### src/rtl/pea_pkg.sv
// Shared types and defaults for the Pea-side sequencing blocks.
// Holds the kernel-iteration FSM encoding and its default drain length.
package pea_pkg;

    typedef enum logic [1:0] {
        IDLE  = 2'd0,
        RUN   = 2'd1,
        DRAIN = 2'd2
    } k_iter_state_e;

    localparam int K_ITER_DRAIN_DEF = 5;

endpackage

### src/rtl/k_iter_wrap_cnt.sv
// Generic wrap-around counter with enable, clear and programmable limit.
// wrap_o flags that the count sits at the limit, so it wraps on the next enabled step.
module k_iter_wrap_cnt #(
    parameter int W = 5
) (
    input  logic         clk_i,
    input  logic         rst_n_i,
    input  logic         clr_i,
    input  logic         en_i,
    input  logic [W-1:0] limit_i,
    output logic [W-1:0] cnt_o,
    output logic         wrap_o
);

    logic [W-1:0] cnt_reg;

    always_ff @(posedge clk_i or negedge rst_n_i) begin
        if (!rst_n_i) begin
            cnt_reg <= '0;
        end else if (clr_i) begin
            cnt_reg <= '0;
        end else if (en_i) begin
            cnt_reg <= wrap_o ? '0 : cnt_reg + 1'b1;
        end
    end

    assign wrap_o = (cnt_reg == limit_i);
    assign cnt_o  = cnt_reg;

endmodule

### src/rtl/k_iter_counter.sv
// Kernel iteration sequencer: steps the config address K times per repetition, N repetitions.
// Define K_ITER_PERF_EN to add busy-cycle and stall-cycle performance counters.
module k_iter_counter
    import pea_pkg::*;
#(
    parameter int  N_CFG     = 32,
    parameter int  REP_W     = 16,
    parameter int  DRAIN_CYC = K_ITER_DRAIN_DEF,
    localparam int AW        = $clog2(N_CFG)
) (
    input  logic             clk_i,
    input  logic             rst_n_i,
    input  logic             start_i,
    input  logic             clear_i,
    input  logic             stall_i,
    input  logic [AW:0]      k_i,
    input  logic [REP_W-1:0] n_rep_i,
    output logic [AW-1:0]    cfg_addr_o,
    output logic [REP_W-1:0] rep_o,
    output logic             valid_o,
    output logic             busy_o,
    output logic             last_o,
    output logic             done_o
`ifdef K_ITER_PERF_EN
    ,
    output logic [31:0]      cyc_cnt_o,
    output logic [31:0]      stall_cnt_o
`endif
);

    localparam int            DW         = $clog2(DRAIN_CYC + 1);
    localparam logic [DW-1:0] DRAIN_LOAD = DW'(DRAIN_CYC - 1);
    localparam logic [AW:0]   K_MAX      = (AW+1)'(N_CFG);

    k_iter_state_e    state_reg;
    logic [AW:0]      k_reg;
    logic [REP_W-1:0] n_reg;
    logic [DW-1:0]    drain_reg;
    logic             done_reg;

    logic [AW:0]      k_sat;
    logic             start_zero;
    logic             is_idle;
    logic             is_run;
    logic             drain_end;
    logic             start_ok;
    logic             issue;
    logic             final_pt;
    logic             addr_wrap;
    logic             rep_wrap;
    logic             cnt_clr;
    logic             addr_en;
    logic             rep_en;
    logic [AW-1:0]    addr_lim;
    logic [REP_W-1:0] rep_lim;

    assign k_sat      = (k_i > K_MAX) ? K_MAX : k_i;
    assign start_zero = (k_sat == '0) || (n_rep_i == '0);

    assign is_idle   = (state_reg == IDLE);
    assign is_run    = (state_reg == RUN);
    assign drain_end = (state_reg == DRAIN) && (drain_reg == '0);

    // A start coinciding with the done cycle is taken just like one seen in IDLE.
    assign start_ok  = start_i && !clear_i && (is_idle || drain_end);

    assign issue    = is_run && !stall_i;
    assign final_pt = addr_wrap && rep_wrap;
    assign addr_lim = AW'(k_reg - 1'b1);
    assign rep_lim  = n_reg - 1'b1;

    // The final issue holds both counters; they clear when the drain completes.
    assign cnt_clr = clear_i || drain_end;
    assign addr_en = issue && !final_pt;
    assign rep_en  = issue && addr_wrap && !final_pt;

    k_iter_wrap_cnt #(.W(AW)) u_addr_cnt (
        .clk_i   (clk_i),
        .rst_n_i (rst_n_i),
        .clr_i   (cnt_clr),
        .en_i    (addr_en),
        .limit_i (addr_lim),
        .cnt_o   (cfg_addr_o),
        .wrap_o  (addr_wrap)
    );

    k_iter_wrap_cnt #(.W(REP_W)) u_rep_cnt (
        .clk_i   (clk_i),
        .rst_n_i (rst_n_i),
        .clr_i   (cnt_clr),
        .en_i    (rep_en),
        .limit_i (rep_lim),
        .cnt_o   (rep_o),
        .wrap_o  (rep_wrap)
    );

    always_ff @(posedge clk_i or negedge rst_n_i) begin
        if (!rst_n_i) begin
            state_reg <= IDLE;
            k_reg     <= '0;
            n_reg     <= '0;
            drain_reg <= '0;
            done_reg  <= 1'b0;
        end else begin
            done_reg <= 1'b0;
            if (clear_i) begin
                state_reg <= IDLE;
                drain_reg <= '0;
            end else begin
                case (state_reg)
                    IDLE: begin
                        if (start_ok) begin
                            k_reg <= k_sat;
                            n_reg <= n_rep_i;
                            if (start_zero) done_reg  <= 1'b1;
                            else            state_reg <= RUN;
                        end
                    end
                    RUN: begin
                        if (issue && final_pt) begin
                            state_reg <= DRAIN;
                            drain_reg <= DRAIN_LOAD;
                            // done must be visible in the last drain cycle, hence set one edge early.
                            if (DRAIN_CYC == 1) done_reg <= 1'b1;
                        end
                    end
                    DRAIN: begin
                        if (drain_reg == '0) begin
                            state_reg <= IDLE;
                            if (start_ok) begin
                                k_reg <= k_sat;
                                n_reg <= n_rep_i;
                                if (start_zero) done_reg  <= 1'b1;
                                else            state_reg <= RUN;
                            end
                        end else begin
                            drain_reg <= drain_reg - 1'b1;
                            if (drain_reg == DW'(1)) done_reg <= 1'b1;
                        end
                    end
                    default: state_reg <= IDLE;
                endcase
            end
        end
    end

    assign valid_o = issue;
    assign last_o  = issue && final_pt && !clear_i;
    assign busy_o  = !is_idle;
    assign done_o  = done_reg;

`ifdef K_ITER_PERF_EN
    logic [31:0] cyc_reg;
    logic [31:0] stall_reg;

    always_ff @(posedge clk_i or negedge rst_n_i) begin
        if (!rst_n_i) begin
            cyc_reg   <= '0;
            stall_reg <= '0;
        end else if (start_ok) begin
            cyc_reg   <= '0;
            stall_reg <= '0;
        end else begin
            if (busy_o && (cyc_reg != '1))            cyc_reg   <= cyc_reg + 1'b1;
            if (is_run && stall_i && (stall_reg != '1)) stall_reg <= stall_reg + 1'b1;
        end
    end

    assign cyc_cnt_o   = cyc_reg;
    assign stall_cnt_o = stall_reg;
`endif

endmodule

### config.mk
export PLATFORM = sky130hd
export DESIGN_NAME = k_iter_counter
export DESIGN_NICKNAME = d
export VERILOG_FILES = /design/src/rtl/pea_pkg.sv /design/src/rtl/k_iter_wrap_cnt.sv /design/src/rtl/k_iter_counter.sv
export SDC_FILE = /design/constraint.sdc
export NUM_CORES = 1
export LEC_CHECK = 0
export ABC_AREA = 1
export CAP_MARGIN = 20
export CORE_ASPECT_RATIO = 1.4
export CORE_MARGIN = 3
export CORE_UTILIZATION = 30
export CTS_CLUSTER_SIZE = 20
export DETAILED_ROUTE_END_ITERATION = 10
export HOLD_SLACK_MARGIN = 0.1
export SLEW_MARGIN = 20
export SYNTH_ARGS = -nofsm -noshare
export SYNTH_HDL_FRONTEND = slang
export SYNTH_SLANG_ARGS = --single-unit
export TNS_END_PERCENT = 100
### constraint.sdc
create_clock -name clk_i -period 5.1 [get_ports clk_i]
set_input_delay 1.02 -clock clk_i [delete_from_list [all_inputs] [get_ports clk_i]]
set_output_delay 1.02 -clock clk_i [all_outputs]
set_load 0.005 [all_outputs]
# Yosys cells after proc, flatten, opt, wreduce, memory -nomap -nowiden
# Cells that the tools add are included.
[op_classes]
n_addsub = 5
n_lt_le_gt_ge = 1
eq_ne = 11
mux = 31
bitwise_logic = 1
reduce_logical = 28
[op_table]
columns = ["cell", "count"]
rows = [
  ["$mux W16", 5],
  ["$pmux W16 S2", 1],
  ["$mux W6", 3],
  ["$add A16 B1 Y16 const B", 1],
  ["$eq A16 B16 Y1", 1],
  ["$logic_not A16 Y1", 1],
  ["$sub A16 B1 Y16 const B", 1],
  ["$mux W5", 3],
  ["$pmux W6 S2", 1],
  ["$logic_and A1 B1 Y1", 10],
  ["$mux W2", 5],
  ["$mux W3", 3],
  ["$ne A3 B2 Y1 const B", 3],
  ["$mux W1", 7],
  ["$gt A6 B6 Y1 const B", 1],
  ["$logic_not A6 Y1", 1],
  ["$ne A3 B3 Y1 const B", 2],
  ["$pmux W2 S3", 1],
  ["$pmux W3 S2", 1],
  ["$reduce_and A3 Y1", 2],
  ["$reduce_bool A2 Y1", 3],
  ["$add A5 B1 Y5 const B", 1],
  ["$eq A5 B5 Y1", 1],
  ["$sub A5 B1 Y5 const B", 1],
  ["other kinds (13)", 18],
]
[totals]
ff_bits = 49
output_inout_bits = 25
word_cells = 84

# Longest topological paths before layout
[depth]
depth_word = 9
mapped_depth = 17
ltp_nobuf = 16

# By module
# From an unflattened synthesis, not the netlist that was laid out.
[hier_totals]
hier_cells = 475
area_unflattened_um2 = 3323.2
[by_module_without_submodules]
columns = ["mod", "instances", "cells_per_inst", "area_each_um2"]
rows = [
  ["k_iter_counter", 1, 218, 1636.6],
  ["k_iter_wrap_cnt at u_rep_cnt", 1, 205, 1333.8],
  ["k_iter_wrap_cnt at u_addr_cnt", 1, 52, 352.8],
]

# Least setup slack after synthesis
# Ideal clock, no wire load.
[synth_path]
kind = "reg-to-output"
from = "register n_reg[0]"
to = "output last_o"
arrival_time_ns = 1.658
slack_ns = 2.422
path_stages_with_launch = 11
path_buffers = 0
path_cell_list = "dfrtp_1 inv_1 ha_1 nand2_2 nor2_2 xor2_1 and3_1 nand2_1 nor3_1 nand4_1 nor2_1"
[synth_between]
elab_chain_len = 5
[synth_rtl]
columns = ["element", "line_no", "text"]
rows = [
  ["from (decl)", "k_iter_counter.sv:37", "logic [REP_W-1:0] n_reg;"],
  ["from (signal assigned)", "k_iter_counter.sv:114", "n_reg <= n_rep_i;"],
  ["from (signal assigned)", "k_iter_counter.sv:132", "n_reg <= n_rep_i;"],
  ["$sub A16 B1 Y16", "k_iter_counter.sv:70", "assign rep_lim = n_reg - 1'b1;"],
  ["$eq A16 B16 Y1", "k_iter_wrap_cnt.sv:27", "assign wrap_o = (cnt_reg == limit_i);"],
  ["$logic_and A1 B1 Y1", "k_iter_counter.sv:68", "assign final_pt = addr_wrap && rep_wrap;"],
  ["$logic_and A1 B1 Y1 (2 in a row)", "k_iter_counter.sv:148", "assign last_o = issue && final_pt && !clear_i;"],
  ["to (decl)", "k_iter_counter.sv:22", "output logic last_o,"],
]
# Every way passes these cells.

# Worst setup path after layout
# Ends and elaborated chain as after synthesis.

==> results.json <==
{
  "reg2reg_depth": 10,
  "drc": 0,
  "regToRegSetupSlack_ns": 2.46,
  "initial_core_util": 0.3125,
  "ys_async_sr_fraction": 1.000,
  "cts_made_buffers": 5,
  "ys_seq_area_frac": 0.3483,
  "wl_um": 8887,
  "finalNetCount": 590,
  "setup_violations": 0,
  "core-area_mm2": 0.01104,
  "synth_commonest_cells": "nand2_1, inv_1, nand3_1, nor2_1, dfrtp_1",
  "netlist_area_mm2": 0.003448,
  "timing.max_cap.violations": 0,
  "startpoint_type": "register",
  "dpl_cell_area_mm2": 0.004085,
  "cts_buffer_depth": 2,
  "synth.largest_area_cell": "dfrtp_1",
  "avgSynthCellArea_um2": 6.788,
  "grt_max_degree": 49,
  "r2r-end": "u_addr_cnt.cnt_o[2]",
  "grt_first_pass_wirelength_um": 15420,
  "viasPerCell": 4.754,
  "power_leakage_nw": 2.042,
  "std_cell_rows": 45,
  "design_area_mm2": 0.004253,
  "crit_end": "last_o",
  "p_per_area_mw_per_mm2": 275.1,
  "groute.usage.overall": 0.1431,
  "worst_ep_arrival_time_ns": 2.74,
  "synth_area_leaders": "dfrtp_1, nand2_1, nand3_1, inv_1, nor2_1",
  "dieWidth_um": 96.61,
  "drive_above_1_share": 0.05745,
  "irDropWorstVdd_v": 0.0001250,
  "ys_types": 33,
  "seq_area_mm2": 0.001201,
  "hpwl_um": 7059,
  "clkLatencyLatePin_ns": 0.29,
  "clk_pin_slew_ns": 0.06,
  "crit_required_ns": 4.08,
  "grt_setup_unrepaired": "false",
  "synth_seq_cells": 48,
  "cts_tree": "yes",
  "ioPinCount": 52,
  "antenna_found_initial": 0,
  "cts_root_buf": "clkbuf_16",
  "syn_inst": 508,
  "relSlewSlack": 0.5766,
  "yosys_warnings": 0,
  "yosysMostFrequentCell": "nand2_1",
  "die_h_um": 132.9,
  "drt_iter0_markers": 126,
  "area_growth_pct": 23.33,
  "die_area_mm2": 0.01284,
  "fin_skew_ns": 0.006212,
  "post-route-util": 0.3854,
  "hold_start": "drain_reg[1]",
  "crit_type": "reg -> out",
  "grt_pass1_vias": 3347,
  "holdPathStages": 2,
  "crit_start": "n_reg[0]",
  "synth_edf_count": 0,
  "ant_nets": 0,
  "setup-tns-final_ns": 0,
  "cts_max_level": 2,
  "postCtsSetupBuffers": 0,
  "fmax_ghz": 0.2656,
  "layout_min_cycle_time_ns": 3.765,
  "worst_slew_pin_slew_ns": 0.6294,
  "wl_per_cell_um": 12.73,
  "gr-total-overflow": 0,
  "yosys_most_used_dff": "dfrtp_1",
  "cp_max_fo": 5,
  "yosys.area.top_type_share": 0.3483,
  "globalplace.congestion": 0.8901,
  "status": "complete, no violations",
  "finalHoldViolCount": 0,
  "rr_startpoint": "drain_reg[0]",
  "end_kind": "output pin",
  "dr.pass1.iters": 4,
  "fin_crit_sh": 0.7382,
  "vias": 3318,
  "synth_nets": 542,
  "holdCritPathClass": "reg -> reg",
  "cts_resized": 0,
  "diodes": 0,
  "clock-sinks": 48,
  "final_max_slew_viol_count": 0,
  "fill_cells": 1196,
  "io_buffers": 51,
  "hold_buffers": 0,
  "multi_input_area_mm2": 0.001962
}
-- cells in the final DEF, fill, tap and decap left out, drive strengths merged --
cell / n
o21ai: 27
ha: 7
clkinv: 2
inv: 57
nor3: 11
and3: 1
a32oi: 1
or2: 4
nor2: 57
clkinvlp: 1
and2: 1
clkdlybuf4s50: 50
nand3b: 2
buf: 4
nand2: 168
dfrtp: 48
a21oi: 4
nand3: 55
nor4: 5
nor4b: 1
nand4: 14
xnor2: 12
xor2: 19
bufinv: 1
clkbuf: 5
-- final cells by class --
cell class | instances | area share
clock buffer | 5 | 0.02942
clock inverter | 3 | 0.01000
inverter | 58 | 0.05119
multi-input combinational | 389 | 0.4613
sequential | 48 | 0.2824
tap | 141 | 0.04148
timing repair buffer | 54 | 0.1242
-- metrics by stage --
step	hold WS (ns)	std cells	total power (W)	setup WS [ns]
after floorplan	0.4419	508	0.0007045	2.422
after global placement	0.4636	690	0.0008018	1.482
after detailed placement	0.4740	690	0.0008076	1.432
after CTS	0.4909	698	0.001186	1.309
after global routing	0.5130	698	0.001254	1.075
final	0.4787	698	0.001170	1.335
-- worst min-delay path by stage --
stage / to
after global routing: drain_reg[1]
after detailed placement: drain_reg[1]
after global placement: drain_reg[1]
final: drain_reg[1]
after floorplan: drain_reg[1]
after CTS: drain_reg[1]
-- critical path: stages, from the launching register on --
cell             delay [ns]
dfrtp_1                0.40
inv_1                  0.16
ha_1                   0.23
nand2_2                0.12
nor2_2                 0.16
xor2_1                 0.18
and3_1                 0.16
nand2_1                0.06
nor3_1                 0.20
nand4_1                0.14
nor2_1                 0.12
clkdlybuf4s50_1        0.51
-- report_power, final --
part | switching, W | total [W] | internal [W]
clock network | 0.000143 | 0.000373 | 0.000230
registers | 0.0000510 | 0.000469 | 0.000418
logic | 0.000191 | 0.000328 | 0.000136
-- logic make-up (layout without fill, tap and decap cells) --
family | count (synthesis) | count (layout) | synth area share
buffers and inverters | 71 | 120 | 0.08273
AOI/OAI and AO/OA | 32 | 32 | 0.04862
and+or+nand+nor | 319 | 319 | 0.4162
xor gates and xnor gates | 31 | 31 | 0.07874
adders and majority gates | 7 | 7 | 0.02540
DFF | 48 | 48 | 0.3483
-- layer usage --
layer	vias up	wire [µm]	global-route usage
met5	-	0	0
met2	41	4746	0.2738
met3	12	238	0.02373
met1	1547	3726	0.1593
li1	1718	-	-
met4	0	176	0.04450
(Power assumes the default switching activity.)
